**config.mk**
```make
export PLATFORM = sky130hd
export DESIGN_NAME = myuart_apb_master
export DESIGN_NICKNAME = d
export VERILOG_FILES = /design/src/rtl/myuart_apb_master.sv
export SDC_FILE = /design/constraint.sdc
export NUM_CORES = 1
export LEC_CHECK = 0
export CORE_ASPECT_RATIO = 1.4
export CORE_MARGIN = 1.5
export CORE_UTILIZATION = 30
export CTS_BUF_LIST = sky130_fd_sc_hd__clkbuf_8
export CTS_CLUSTER_DIAMETER = 100
export DETAILED_ROUTE_END_ITERATION = 8
export PLACE_DENSITY = 0.65
export SLEW_MARGIN = 30
export SYNTH_ARGS = -nofsm -noshare
export SYNTH_HDL_FRONTEND = slang
export SYNTH_SLANG_ARGS = --single-unit
export TNS_END_PERCENT = 100
```
**constraint.sdc**
```tcl
create_clock -name pclk_i -period 3.5 [get_ports pclk_i]
set_clock_uncertainty 0.15 [all_clocks]
set_input_delay 1.05 -clock pclk_i [delete_from_list [all_inputs] [get_ports pclk_i]]
set_output_delay 1.05 -clock pclk_i [all_outputs]
set_load 0.005 [all_outputs]
```
**src/rtl/myuart_apb_master.sv**
```systemverilog
// APB3 initiator: turns single valid/ready commands into SETUP/ACCESS transfers
// and returns read data and error status on a valid/ready response channel.
module myuart_apb_master #(
    parameter int ADDR_WIDTH = 6,
    parameter int DATA_WIDTH = 32,
    parameter int TIMEOUT    = 16
) (
    input  logic                  pclk_i,
    input  logic                  preset_n_i,
    input  logic                  cmd_valid_i,
    output logic                  cmd_ready_o,
    input  logic                  cmd_write_i,
    input  logic [ADDR_WIDTH-1:0] cmd_addr_i,
    input  logic [DATA_WIDTH-1:0] cmd_wdata_i,
    output logic                  rsp_valid_o,
    input  logic                  rsp_ready_i,
    output logic [DATA_WIDTH-1:0] rsp_rdata_o,
    output logic [1:0]            rsp_err_o,
    output logic                  psel_o,
    output logic                  penable_o,
    output logic                  pwrite_o,
    output logic [ADDR_WIDTH-1:0] paddr_o,
    output logic [DATA_WIDTH-1:0] pwdata_o,
    input  logic [DATA_WIDTH-1:0] prdata_i,
    input  logic                  pready_i,
    input  logic                  pslverr_i
);
    localparam int               CNT_W    = $clog2(TIMEOUT) + 1;
    localparam logic [CNT_W-1:0] CNT_LAST = CNT_W'(TIMEOUT - 1);

    typedef enum logic [1:0] {IDLE, SETUP, ACCESS, RESP} state_t;

    state_t                  state, state_nxt;
    logic [CNT_W-1:0]        cnt, cnt_nxt;
    logic                    psel_nxt, penable_nxt, pwrite_nxt, rsp_valid_nxt;
    logic [ADDR_WIDTH-1:0]   paddr_nxt;
    logic [DATA_WIDTH-1:0]   pwdata_nxt, rsp_rdata_nxt;
    logic [1:0]              rsp_err_nxt;

    assign cmd_ready_o = (state == IDLE);

    always_ff @(posedge pclk_i or negedge preset_n_i) begin
        if (!preset_n_i) begin
            state       <= IDLE;
            cnt         <= '0;
            psel_o      <= 1'b0;
            penable_o   <= 1'b0;
            pwrite_o    <= 1'b0;
            paddr_o     <= '0;
            pwdata_o    <= '0;
            rsp_valid_o <= 1'b0;
            rsp_rdata_o <= '0;
            rsp_err_o   <= 2'b00;
        end else begin
            state       <= state_nxt;
            cnt         <= cnt_nxt;
            psel_o      <= psel_nxt;
            penable_o   <= penable_nxt;
            pwrite_o    <= pwrite_nxt;
            paddr_o     <= paddr_nxt;
            pwdata_o    <= pwdata_nxt;
            rsp_valid_o <= rsp_valid_nxt;
            rsp_rdata_o <= rsp_rdata_nxt;
            rsp_err_o   <= rsp_err_nxt;
        end
    end

    always_comb begin
        state_nxt     = state;
        cnt_nxt       = cnt;
        psel_nxt      = psel_o;
        penable_nxt   = penable_o;
        pwrite_nxt    = pwrite_o;
        paddr_nxt     = paddr_o;
        pwdata_nxt    = pwdata_o;
        rsp_valid_nxt = rsp_valid_o;
        rsp_rdata_nxt = rsp_rdata_o;
        rsp_err_nxt   = rsp_err_o;
        case (state)
            IDLE: begin
                if (cmd_valid_i) begin
                    pwrite_nxt = cmd_write_i;
                    paddr_nxt  = cmd_addr_i;
                    pwdata_nxt = cmd_wdata_i;
                    psel_nxt   = 1'b1;
                    state_nxt  = SETUP;
                end
            end
            SETUP: begin
                penable_nxt = 1'b1;
                cnt_nxt     = '0;
                state_nxt   = ACCESS;
            end
            ACCESS: begin
                // prdata/pslverr are only meaningful on the completing edge
                if (pready_i) begin
                    psel_nxt      = 1'b0;
                    penable_nxt   = 1'b0;
                    rsp_rdata_nxt = pwrite_o ? '0 : prdata_i;
                    rsp_err_nxt   = pslverr_i ? 2'b01 : 2'b00;
                    rsp_valid_nxt = 1'b1;
                    state_nxt     = RESP;
                end else if (cnt == CNT_LAST) begin
                    psel_nxt      = 1'b0;
                    penable_nxt   = 1'b0;
                    rsp_rdata_nxt = '0;
                    rsp_err_nxt   = 2'b10;
                    rsp_valid_nxt = 1'b1;
                    state_nxt     = RESP;
                end else begin
                    cnt_nxt = cnt + 1'b1;
                end
            end
            RESP: begin
                if (rsp_ready_i) begin
                    rsp_valid_nxt = 1'b0;
                    state_nxt     = IDLE;
                end
            end
            default: state_nxt = IDLE;
        endcase
    end
endmodule

```
=== After elaboration in Yosys (flattened, before gate mapping) ===
Cells that the tools add are included.

* Input port bits: 77
* Flip-flop bits (word level): 83
* Output and inout port bits: 77
* Word-level logic and storage cells: 55

* Equal/unequal tests: 9
* Reduce and logical (&&, ||, !) cells: 12
* Muxes and demuxes: 23
* Add/subtract/negate cells: 1

{| class="wikitable"
|+ Operators with widths
! cell !! count
|-
| $mux W32 || 3
|-
| $mux W2 || 6
|-
| $reduce_and A3 Y1 || 4
|-
| $mux W5 || 2
|-
| $pmux W5 S2 || 1
|-
| $ne A2 B2 Y1 const B || 4
|-
| $pmux W2 S4 || 1
|-
| $reduce_bool A2 Y1 || 4
|-
| $mux W1 || 7
|-
| $pmux W1 S2 || 3
|-
| $reduce_and A2 Y1 || 3
|-
| $add A5 B1 Y5 const B || 1
|-
| $eq A5 B4 Y1 const B || 1
|-
| $eq A2 B2 Y1 const B || 2
|-
| $ne A3 B3 Y1 const B || 1
|-
| $eq A2 B1 Y1 const B || 1
|-
| $logic_not A2 Y1 || 1
|}

=== Logic depth before layout (Yosys ltp) ===
* Depth in word-level cells: 4
* Depth in mapped cells: 6
* Mapped depth without buffers: 6

=== Worst setup path after synthesis ===
Ideal clock, no wire load.

* Path kind: input-to-reg
* Start: input pready_i
* End: register cnt[3]
* Path buffers: 1
* Arrival time: 1.810 ns
* Path slack: 1.413 ns
* Cell stages on the path: 4
* Data required time: 3.224 ns
* Setup time: 0.126 ns
* Cells stage by stage: buf_2 -> o21ai_4 -> nand2b_1 -> a311o_1

* Longest elaborated chain between the ends: 2

{| class="wikitable"
|+ RTL lines
! what !! line !! text
|-
| start: declaration || 25 || <nowiki>input logic pready_i,</nowiki>
|-
| $ne A2 B2 Y1 (no source line) || n/a ||
|-
| $reduce_and A3 Y1 (no source line) || n/a ||
|-
| end signal: assignment || 56 || <nowiki>cnt <= cnt_nxt;</nowiki>
|-
| end: declaration || 34 || <nowiki>logic [CNT_W-1:0] cnt, cnt_nxt;</nowiki>
|}

No other way between the ends.
A chain may end at the register's enable or synchronous reset.

=== Worst setup path after layout ===
* Start: register state[0]
* End: output cmd_ready_o

* Longest elaborated chain between the ends: 1

{| class="wikitable"
|+ RTL lines
! what !! line !! text
|-
| start: declaration || 33 || <nowiki>state_t state, state_nxt;</nowiki>
|-
| start signal: assignment || 55 || <nowiki>state <= state_nxt;</nowiki>
|-
| $logic_not A2 Y1 || 40 || <nowiki>assign cmd_ready_o = (state == IDLE);</nowiki>
|-
| end: declaration || 11 || <nowiki>output logic cmd_ready_o,</nowiki>
|}

No other way between the ends.

==> Implementation_results.wiki <==
{| class="wikitable"
! Metric !! Value
|-
| Result of the run || finished clean
|-
| Fillers || 930
|-
| Startpoint type of the worst setup path || flip-flop
|-
| # diodes || 0
|-
| Critical path class || flip-flop to output port
|-
| Vias in the first global route || 2,532
|-
| Chain of cells forming the critical path || inv_1 > ha_1 > clkdlybuf4s50_1
|-
| Die Y || 126 um
|-
| Number of hold violations in the final report || 0
|-
| Number of slew-limit violations in the final report || 0
|-
| Final worst-path cycle share || 0.825
|-
| Slew headroom || 0.611
|-
| DR pass1 iterations || 4
|-
| Library cells used by synthesis || 29
|-
| Core outline area || 10,500 um^2
|-
| Clock Pin Slew Worst Setup and Hold Paths || 0.07 ns
|-
| Leading register cell type out of synthesis || dfrtp_1
|-
| Multi-input gate area in the final layout || 1070 um^2
|-
| Sequential share of the synthesized area || 0.641
|-
| I/O pins || 154
|-
| Worst slack on hold paths || 0.349 ns
|-
| Postcts setup bufs || 0
|-
| Detailed-routing wirelength on met1 || 3.12 mm
|-
| Arrival time of the worst setup path || 1.69 ns
|-
| Remaining design rule violation count || 0
|-
| Main area contributors after synthesis || dfrtp_1, mux2_2, a22o_1
|-
| Clock buffer count from CTS || 9
|-
| Number of buffers inserted by port buffering || 153
|-
| Cell chosen for the clock root || clkbuf_8
|-
| Total standard cell area after synthesis || 3240 um^2
|-
| Share of post-route cells with drive strength above 1 || 0.175
|-
| Setup ws final || 0.613 ns
|-
| Slowest cell on crit path || clkdlybuf4s50_1
|-
| Total setup violations reported at the end of the flow || 0
|-
| Pwr Density || 811 nW/um^2
|-
| Standard-cell rows || 44
|-
| Initial cell density of the core || 0.310
|-
| Largest net degree at the start of global routing || 45
|-
| Worst path required time || 2.30 ns
|-
| Crit-path max FO || 6
|-
| Metal3 WL || 418 um
|-
| Net count of the mapped netlist || 301
|-
| MaxCap Viol Count || 0
|-
| WL per Instance || 15.8 um
|-
| Iter 0 DRT Violations || 76
|-
| Worst Path Buf+Inv || 2
|-
| Reg2Reg Setup Slack || 1.34 ns
|-
| Clock insertion delay at the later pin of the skew report || 0.34 ns
|-
| Dominant combinational cell family by area after synthesis || multiplexers
|-
| Share of the synthesized area in compound gates (AO/OA/AOI/OAI) || 0.141
|-
| Setup TNS || 0 ns
|-
| Largest stage delay, worst path || 0.56 ns
|-
| Global routing usage summed across all routing layers || 0.148
|-
| Critical path endpoint category || output port
|-
| P&R area growth vs syn || 59.8%
|-
| Worst vdd rail ir drop || 288 uV
|-
| Met2 layer wire length in the routed design || 4.52 mm
|-
| Die outline width || 90.8 um
|-
| Slew at the pin closest to its max-slew limit || 0.583 ns
|-
| Worst slack after detailed placement || 0.712 ns
|-
| Die footprint || 11,400 um^2
|-
| Count of flip-flops with a built-in enable after synthesis || 0
|-
| HPWL reported at the end of detailed placement || 6.14 mm
|-
| Fmax || 0.346 GHz
|-
| CTS resizes || 0
|-
| Synth area leader || dfrtp_1
|-
| Post-Route WL || 8.20 mm
|-
| #FFs+latches synth || 83
|-
| Instance count of the mapped netlist || 219
|-
| Most used standard cell by instance count after synthesis || dfrtp_1
|-
| Synthesized-area fraction occupied by and/or/nand/nor cells || 0.0267
|-
| Via-to-Cell Ratio || 4.62
|-
| Vias || 2,404
|-
| Top cells by count, synth || dfrtp_1, mux2_2, a22o_1
|-
| Number of buffers inserted for hold repair after clock tree synthesis || 0
|-
| Wire length of the first global-routing pass || 13.2 mm
|-
| Unrepaired setup endpoints after global routing || no
|-
| CTS HTree Levels || 3
|-
| Yosys warning count || 0
|-
| CTS max path bufs || 2
|-
| Overall power after layout || 4.20 mW
|-
| Post-Syn Area per Cell || 14.8 um^2
|-
| Post-synthesis async set-or-reset flop share || 1.00
|-
| Post-synthesis xor/xnor area fraction || 0
|-
| Cell leakage power || 2.22 nW
|-
| ANT nets after route || 0
|-
| Antenna violations before repair || 0
|-
| Share of cell area taken by muxes after synthesis || 0.142
|-
| Gate family responsible for the most delay along the worst path || buffers and inverters
|-
| CTS tree || built
|-
| Top cell type's share of synthesized area || 0.641
|-
| Adder and majority gate portion of the synthesized area || 0.0193
|-
| Min Clock Period, post-route || 2.89 ns
|-
| Clock Sink Count || 83
|-
| Area taken by flip-flops and latches || 2080 um^2
|-
| Worst hold path type || flip-flop to flip-flop
|-
| Highest routing layer actually used || met4
|-
| Placer's final routability congestion estimate || 0.752
|-
| Global route overflow || 0
|-
| Number of nets in the final layout || 459
|}
## stage by stage
step	cell area, um^2	instances	utilization
after floorplan	3240	219	-
final	5170	520	0.495
after global routing	5170	520	0.495
after CTS	5170	520	0.495
after global placement	4930	504	0.472
after detailed placement	4930	504	0.472
## worst register-to-register path: stages (launching register included)
cell      delay (ns)
dfrtp_1         0.43
ha_1            0.25
and3_1          0.19
ha_1            0.27
o21ai_4         0.32
nand2b_1        0.09
a311o_1         0.34
## power breakdown
part	leakage [nW]	switching [mW]	total, mW	internal, mW
registers	1.03	0.221	1.59	1.37
clock network	0.127	0.327	0.816	0.489
logic	1.06	0.611	1.79	1.18
## final cells by class
class | count | area share
well taps | 138 | 0.0334
repair buffers | 159 | 0.307
inverters | 8 | 0.00580
multi-input cells | 116 | 0.206
clock inverters | 6 | 0.0201
clock buffers | 10 | 0.0266
flip-flops and latches | 83 | 0.401
## state kept, by name (all words and copies together), names as in the netlist
name	flops
rsp_rdata_o	32
paddr_o	6
penable_o	1
rsp_err_o	2
pwrite_o	1
psel_o	1
pwdata_o	32
rsp_valid_o	1
cnt	5
state	2
## layer usage
layer / vias up / GRT usage
li1: 1119 / -
met3: 12 / 0.0368
met4: 0 / 0.0643
met5: - / 0
met1: 1184 / 0.165
met2: 89 / 0.264
## logic make-up after synthesis
kind of cell | after synthesis
flops | 83
compound gates | 54
mux | 41
buf+inv | 20
simple gates | 16
fa+ha+maj | 5
## cells in the final DEF, fill, tap and decap left out, drive strengths merged, types with 2 or more instances in the layout
cell / n
o21ai: 5
buf: 7
clkbuf: 10
a22o: 35
nor2b: 2
a21oi: 5
mux2: 39
mux2i: 2
bufinv: 3
nor2: 2
clkdlybuf4s50: 152
nand2: 5
inv: 9
clkinv: 2
dfrtp: 83
ha: 5
o2bb2ai: 3
## final timing paths
| path | depth (start not counted) | startpoint | to |
|---|---|---|---|
| worst min register to register | 1 | rsp_err_o[0] | rsp_err_o[0] |
| worst max-delay path | 3 | state[0] | cmd_ready_o |
| worst min-delay path | 1 | rsp_err_o[0] | rsp_err_o[0] |
| max in group asynchronous | 2 | preset_n_i | pwdata_o[13] |
| worst max register to register | 6 | cnt[0] | cnt[3] |
| min in group asynchronous | 1 | preset_n_i | rsp_rdata_o[29] |
(Power assumes the default switching activity.)
